[src/rtl/clock_ctrl_pkg.sv]
// Shared types, rate indices and period lookup for the CPU clock-enable sequencer.
package clock_ctrl_pkg;

  typedef enum logic [1:0] {
    STOPPED = 2'd0,
    RUN     = 2'd1,
    HALTED  = 2'd2
  } state_t;

  localparam logic [1:0] RATE_0 = 2'd0;
  localparam logic [1:0] RATE_1 = 2'd1;
  localparam logic [1:0] RATE_2 = 2'd2;
  localparam logic [1:0] RATE_3 = 2'd3;

  // Periods below 2 would make the divider terminal on every cycle; clamp them.
  function automatic logic [31:0] period_of(input logic [1:0]  sel,
                                            input logic [31:0] p0,
                                            input logic [31:0] p1,
                                            input logic [31:0] p2,
                                            input logic [31:0] p3);
    logic [31:0] p;
    case (sel)
      RATE_0:  p = p0;
      RATE_1:  p = p1;
      RATE_2:  p = p2;
      default: p = p3;
    endcase
    if (p < 32'd2) p = 32'd2;
    return p;
  endfunction

endpackage

[src/rtl/clock_controller_rate_divider.sv]
// Free-running divider: counts up while enabled, wraps at period-1 and flags it.
module rate_divider #(
  parameter int CNT_W = 24
) (
  input  logic             clk,
  input  logic             rst_n,
  input  logic             clear,
  input  logic [CNT_W-1:0] period,
  output logic             terminal
);

  logic [CNT_W-1:0] count;

  // >= rather than == so a switch to a shorter period terminates immediately.
  assign terminal = (count >= (period - CNT_W'(1)));

  always_ff @(posedge clk or negedge rst_n) begin
    if (!rst_n) begin
      count <= '0;
    end else if (clear || terminal) begin
      count <= '0;
    end else begin
      count <= count + CNT_W'(1);
    end
  end

endmodule

[src/rtl/clock_controller.sv]
// CPU clock-enable sequencer: stopped/single-step, free-run at four rates, HLT and resume.
module clock_controller
  import clock_ctrl_pkg::*;
#(
  parameter int               CNT_W = 24,
  parameter logic [CNT_W-1:0] DIV0  = 24'd12_000_000,
  parameter logic [CNT_W-1:0] DIV1  = 24'd1_200_000,
  parameter logic [CNT_W-1:0] DIV2  = 24'd120_000,
  parameter logic [CNT_W-1:0] DIV3  = 24'd1_200,
  parameter int               CYC_W = 16
) (
  input  logic             clk,
  input  logic             rst_n,
  input  logic             run_mode,
  input  logic             step_pulse,
  input  logic             resume_pulse,
  input  logic             hlt,
  input  logic [1:0]       rate_sel,
  output logic             cpu_clk_en,
  output logic             halted,
  output logic [1:0]       state,
  output logic [CYC_W-1:0] cycle_count
);

  // step_pulse and resume_pulse are single-cycle requests sampled on every
  // clk edge; there is no ready/back-pressure, a pulse that the current
  // state ignores is simply dropped. cpu_clk_en is a one-cycle strobe.

  state_t           state_q;
  state_t           state_d;
  logic             fire;
  logic             div_clear;
  logic             div_terminal;
  logic [CNT_W-1:0] period;

  assign period = CNT_W'(period_of(rate_sel, 32'(DIV0), 32'(DIV1),
                                   32'(DIV2), 32'(DIV3)));

  rate_divider #(
    .CNT_W(CNT_W)
  ) u_rate_divider (
    .clk     (clk),
    .rst_n   (rst_n),
    .clear   (div_clear),
    .period  (period),
    .terminal(div_terminal)
  );

  always_comb begin
    state_d = state_q;
    fire    = 1'b0;
    case (state_q)
      STOPPED: begin
        if (run_mode) begin
          state_d = RUN;
        end else if (step_pulse) begin
          if (hlt) state_d = HALTED;
          else     fire    = 1'b1;
        end
      end
      RUN: begin
        if (!run_mode) begin
          state_d = STOPPED;
        end else if (div_terminal) begin
          if (hlt) state_d = HALTED;
          else     fire    = 1'b1;
        end
      end
      HALTED: begin
        // Resume always strobes so the CPU steps past its HLT microstep.
        if (resume_pulse) begin
          fire    = 1'b1;
          state_d = run_mode ? RUN : STOPPED;
        end
      end
      default: state_d = STOPPED;
    endcase
  end

  // The divider only keeps counting while RUN persists; any entry or exit restarts it at 0.
  assign div_clear = !((state_q == RUN) && (state_d == RUN));

  always_ff @(posedge clk or negedge rst_n) begin
    if (!rst_n) begin
      state_q     <= STOPPED;
      cpu_clk_en  <= 1'b0;
      halted      <= 1'b0;
      cycle_count <= '0;
    end else begin
      state_q    <= state_d;
      cpu_clk_en <= fire;
      halted     <= (state_d == HALTED);
      if (cpu_clk_en) cycle_count <= cycle_count + CYC_W'(1);
    end
  end

  assign state = state_q;

endmodule

[config.mk]
export PLATFORM = sky130hd
export DESIGN_NAME = clock_controller
export DESIGN_NICKNAME = d
export VERILOG_FILES = /design/src/rtl/clock_ctrl_pkg.sv /design/src/rtl/clock_controller_rate_divider.sv /design/src/rtl/clock_controller.sv
export SDC_FILE = /design/constraint.sdc
export NUM_CORES = 1
export LEC_CHECK = 0
export BUFFER_PORTS_ARGS = -buffer_cell sky130_fd_sc_hd__buf_4
export CAP_MARGIN = 5
export CORE_MARGIN = 2
export CORE_UTILIZATION = 45
export DETAILED_ROUTE_END_ITERATION = 8
export GPL_ROUTABILITY_DRIVEN = 1
export PLACE_DENSITY_LB_ADDON = 0.3
export RECOVER_POWER = 50
export SETUP_SLACK_MARGIN = 0.4
export SLEW_MARGIN = 40
export SYNTH_ARGS = -nofsm -noshare
export SYNTH_HDL_FRONTEND = slang
export SYNTH_HIERARCHICAL = 1
export SYNTH_SLANG_ARGS = --single-unit
[constraint.sdc]
create_clock -name clk -period 7.9 [get_ports clk]
set_input_delay 2.37 -clock clk [delete_from_list [all_inputs] [get_ports clk]]
set_output_delay 2.37 -clock clk [all_outputs]
set_load 0.02 [all_outputs]
Yosys cells after proc, flatten, opt, wreduce, memory -nomap -nowiden
Index checks and enable logic that the tools add are counted.

storage, ports and cells
  flip-flop bits (word level) = 44
  logic and storage cells = 39

cells by class
  $add $sub $neg = 3
  magnitude comparators = 2
  equal/unequal tests = 6
  muxes and demuxes = 18
  reductions and logical operators = 5

operators with widths
  kind                                                  number
  one-hot mux 24 bit (3 select lines)                   1
  2-to-1 mux 24 bit                                     2
  < comparator 32 x 2 -> 1 bit (second input constant)  1
  adder 24 x 1 -> 24 bit (second input constant)        1
  >= comparator 24 bit                                  1
  subtractor 24 x 1 -> 24 bit (second input constant)   1
  adder 16 x 1 -> 16 bit (second input constant)        1
  2-to-1 mux 2 bit                                      6
  2-to-1 mux 1 bit                                      7
  == test 2 x 1 -> 1 bit (second input constant)        3
  == test 2 bit (second input constant)                 3
  one-hot mux 2 bit (3 select lines)                    1
  zero test 2 bit                                       2
  one-hot mux 1 bit (3 select lines)                    1
  logical AND 1 bit                                     1
  zero test 1 bit                                       1
  logical OR 1 bit                                      1

Depth between registers and ports, before layout
  depth after elaboration = 14
  gate-level depth with buffers = 19
  depth with buffers taken out = 18

By module
Netlist, hierarchy kept.

by module, submodules not included
  module            instances  cells each  area an instance (um^2)  sequential area each (um^2)
  rate_divider      1          237         2174.6                   600.6
  clock_controller  1          94          1033.5                   500.5

Least setup slack after synthesis
OpenSTA, ideal clock, no wires.

  path type = input port to flip-flop
  start point = input port rate_sel[0]
  end point = register u_rate_divider.count[14]
  library setup time = 0.138 ns
  arrival = 6.422 ns
  slack = 1.340 ns
  cell stages on the path = 18
  cells stage by stage = inv_1 ha_1 nor2_1 nor2_1 or3_1 nand2b_1 and4bb_2 nor3b_2 xnor2_1 ha_1 nand4_1 or3_1 o32ai_2 or2_2 nand2_1 nand3_1 clkbuf_1 nor4_1

between the ends
  cells in the longest elaborated chain, start to end = 14
  elaborated cells between the ends (all ways) = 16

ends and longest elaborated chain
  what                                         RTL line                             text
  start: declaration                           clock_controller.sv:18               input logic [1:0] rate_sel,
  == test 2 bit, or another cell as far along  clock_ctrl_pkg.sv:22                 case (sel)
  one-hot mux 24 bit (3 select lines) (*)      clock_ctrl_pkg.sv:22
  < comparator 32 x 2 -> 1 bit                 clock_ctrl_pkg.sv:28                 if (p < 32'd2) p = 32'd2;
  2-to-1 mux 24 bit (*)                        clock_ctrl_pkg.sv:28
  named net period[18]                         clock_controller.sv:34               logic [CNT_W-1:0] period;
  subtractor 24 x 1 -> 24 bit (*)              clock_controller_rate_divider.sv:15  assign terminal = (count >= (period - CNT_W'(1)));
  >= comparator 24 bit (*)                     clock_controller_rate_divider.sv:15
  named net div_terminal                       clock_controller.sv:33               logic div_terminal;
  2-to-1 mux 2 bit (*)                         clock_controller.sv:64               end else if (div_terminal) begin
  2-to-1 mux 2 bit (*)                         clock_controller.sv:62               if (!run_mode) begin
  one-hot mux 2 bit (3 select lines) (*)       clock_controller.sv:52               case (state_q)
  == test 2 x 1 -> 1 bit (*)                   clock_controller.sv:81               assign div_clear = !((state_q == RUN) && (state_d == RUN));
  logical AND 1 bit (*)                        clock_controller.sv:81
  zero test 1 bit (*)                          clock_controller.sv:81
  named net div_clear                          clock_controller.sv:32               logic div_clear;
  logical OR 1 bit (*)                         clock_controller_rate_divider.sv:20  end else if (clear || terminal) begin
  2-to-1 mux 24 bit (*)                        clock_controller_rate_divider.sv:20
  end signal: assignment                       clock_controller_rate_divider.sv:23  count <= count + CNT_W'(1);
  end: declaration                             clock_controller_rate_divider.sv:12  logic [CNT_W-1:0] count;

Mark *: on every way through the listed nets, which the timed path passes. The rest lies on a longest branch.
A chain may end at the register's enable or synchronous reset.

Worst setup path in the final report
  start point = input port rate_sel[0]
  end point = register u_rate_divider.count[12]

Same word-level chain as after synthesis.

==> results.toml <==
[clock_network]
tritoncts = "yes"
cts_buffer_depth = 2
cts_setup_buffers = 0
cts.hold.buffers_added = 0
cts-resized-gates = 0
cts-root-buf = "clkbuf_8"
clkTransAtPathRegs_ps = 80
clock_sinks = 44
numCtsBuffers = 5
cts_max_level = 2
clk_latency_ps = 300

[timing]
setup_viol = 0
setup_tns_ps = 0
hold_viol = 0
drv_slew = 45
rsz0062_at_grt = "false"
finalWorstSetupSlack_ps = 1420
worst_clock_skew_ps = 7.07
tightest_slew_ps = 2310
timing.final.crit_share_pct = 82.0
fin_crit_ps = 6480
max-slew-margin-rel_pct = -54.0
max_freq_ghz = 0.154

[placement]
dp_cells = 468
placed_area_um2 = 3590
gp_routability_congestion = 0.846
dp_worst_setup_slack_ps = 810
io_buffers = 27
hpwl_um = 4630

[synthesis]
synth_warnings = 6
synth_edf_count = 0
syn_inst = 331
synth_flop_cell = "dfrtp_1"
seq_area_frac_synth_pct = 34.3
synth_area_per_cell_um2 = 9.69
yosysUniqueCellTypes = 50
synthesis.area_um2 = 3210
synth-seq-cells = 44
async_flop_share_pct = 100

[power]
ir_drop_v = 0.0000901
p_per_area_nw_per_um2 = 151
leakage_nw = 1.57

[setup_path]
reg2regPathDepth = 10
crit_path_start_kind = "input port"
setup.worst_path.class = "in -> reg"
cp.arrival_ps = 6670
r2r_setup_slack_ps = 4910
endpoint = "u_rate_divider/count[12]"
cp_max_fo = 24
r2r_end = "u_rate_divider/count[12]"
cp.required_ps = 8090
r2r-start = "u_rate_divider/count[0]"
crit_start = "rate_sel[0]"
crit_path_end_kind = "flip-flop"

[finish]
final_area_um2 = 3670
diodes = 0
nNetsFinal = 421
multi_input_area_um2 = 2070
fin_cells = 476
area_growth_pct = 14.3
fin_util_pct = 53.7
regArea_um2 = 1100
fillCellCount = 638
drive_gt1_share_pct = 13.4

[drt]
drt_wl_total_um = 6140
drt-initial-drc-count = 115
vias = 2463
wl_per_cell_um = 12.9
via_per_inst = 5.17
postRouteAntennaNets = 0
dr.pass1.iters = 4
drc_errors = 0

[min_path]
hold_class = "reg -> reg"

[die]
rows = 30
boundaryPins = 28
core-area_um2 = 6830
dieWidth_um = 88.4
design.die.area_um2 = 7820
die_y_um = 88.4
start_util_pct = 47.0

[global_routing]
grt_pass1_vias = 2305
grt_pass1_wl_um = 10500
grt_max_degree = 45
antenna_found_initial = 0
overflow = 0
grt_usage_pct = 16.8

[job]
drv_cap = 1

[run_status]
violations = "max-capacitance violations, max-slew violations"
status = "finished with violations"
-- Yosys cell counts (all sizes together) (2+ instances only) --
master  instances  area share (%)
nand4          15             3.4
xnor2          38              10
nand2b          7             1.6
a31oi           2            0.39
dfrtp          44              34
o21ai           3            0.47
buf             3            0.47
xor2           21             5.7
a21oi          10             1.6
and3            4            0.78
or3             6             1.3
or4b            2            0.74
nand3          13             2.0
nor2           29             3.4
nor3            7             1.8
nor3b           3            0.86
ha             34              13
nand2          22             2.6
nor4           31             7.2
or2             2            0.39
clkbuf          5            0.59
a211oi          2            0.47
inv            10             1.2
nor2b           2            0.39
and4            2            0.55
-- layout by cell type, fill, tap and decap left out, types with 2 or more instances in the layout --
master,instances
or3_1,5
a21oi_1,10
nand2b_1,6
clkbuf_8,5
nor2b_1,2
nor3b_1,2
and4_1,2
o21ai_0,2
a211oi_1,2
inv_1,10
nand3_1,12
nand4_1,15
conb_1,20
nand2_1,22
and3_1,4
ha_1,34
nor2_1,29
nor3_1,6
xnor2_1,38
xor2_1,21
nor4_1,29
a31oi_1,2
buf_4,29
dfrtp_1,44
-- power breakdown --
part           internal, W  switching [W]
sequential        0.000240      0.0000210
combinational    0.0000495      0.0000650
clock            0.0000953      0.0000821
total             0.000385       0.000168
-- worst max-delay path: stages --
cell and delay, ps:
buf_4 100, inv_1 80, ha_1 310, nor2_1 120, nor2_1 120, or3_1 400, or4b_4 510, nor4_1 280
xnor2_1 180, ha_1 280, a41o_1 250, a21oi_1 130, o221a_2 220, o32ai_2 80, or2_2 330, nand2_1 100
nand3_2 390, nor4_1 420
-- registers in the layout, indices dropped and copies added (netlist names) --
register,count
cycle_count,16
u_rate_divider/count,24
halted,1
state,2
cpu_clk_en,1
-- through the flow --
step	hold WS, ps	total power, W
3_5_place_dp	472	0.000386
6_report	477	0.000553
4_1_cts	488	0.000566
3_3_place_gp	465	0.000383
5_1_grt	515	0.000585
2_1_floorplan	485	0.000340
-- routing by layer --
metal | wire (µm) | GRT usage, % | share of wire (%) | up-vias
met4 | 46 | 4.96 | 0.75 | 0
li1 | - | - | - | 1276
met3 | 177 | 2.80 | 2.9 | 4
met5 | 0 | 0 | 0 | -
met2 | 2850 | 27.5 | 46 | 43
met1 | 3060 | 22.9 | 50 | 1140
-- cells by family after synthesis --
kind of cell | Yosys count | share of synthesized area [%]
AND/OR/NAND/NOR | 150 | 28.5
XOR/XNOR | 59 | 16.1
flip-flops | 44 | 34.3
adder cells (fa/ha/maj) | 34 | 13.3
AO/OA/AOI/OAI | 24 | 5.11
buffers and inverters | 18 | 2.22
other | 1 | 0.117
multiplexers | 1 | 0.351
-- how the worst min path moves through the flow --
stage | startpoint | to | slack (ps) | depth (start not counted)
finish | cycle_count[15] | cycle_count[15] | 480 | 1
floorplan | u_rate_divider/count[0] | u_rate_divider/count[0] | 480 | 1
detailed placement | cycle_count[15] | cycle_count[15] | 470 | 1
global route | cycle_count[15] | cycle_count[15] | 520 | 1
CTS | cycle_count[15] | cycle_count[15] | 490 | 1
global placement | cycle_count[15] | cycle_count[15] | 460 | 1
-- layout make-up --
cell class	count	share of cell area [%]
Timing Repair Buffer	30	6.04
Multi-Input combinational cell	288	56.5
Sequential cell	44	30.0
Inverter	10	1.02
Clock inverter	3	1.26
Tap cell	96	3.28
Clock buffer	5	1.88
No activity file was read; power rests on OpenSTA's default activity.
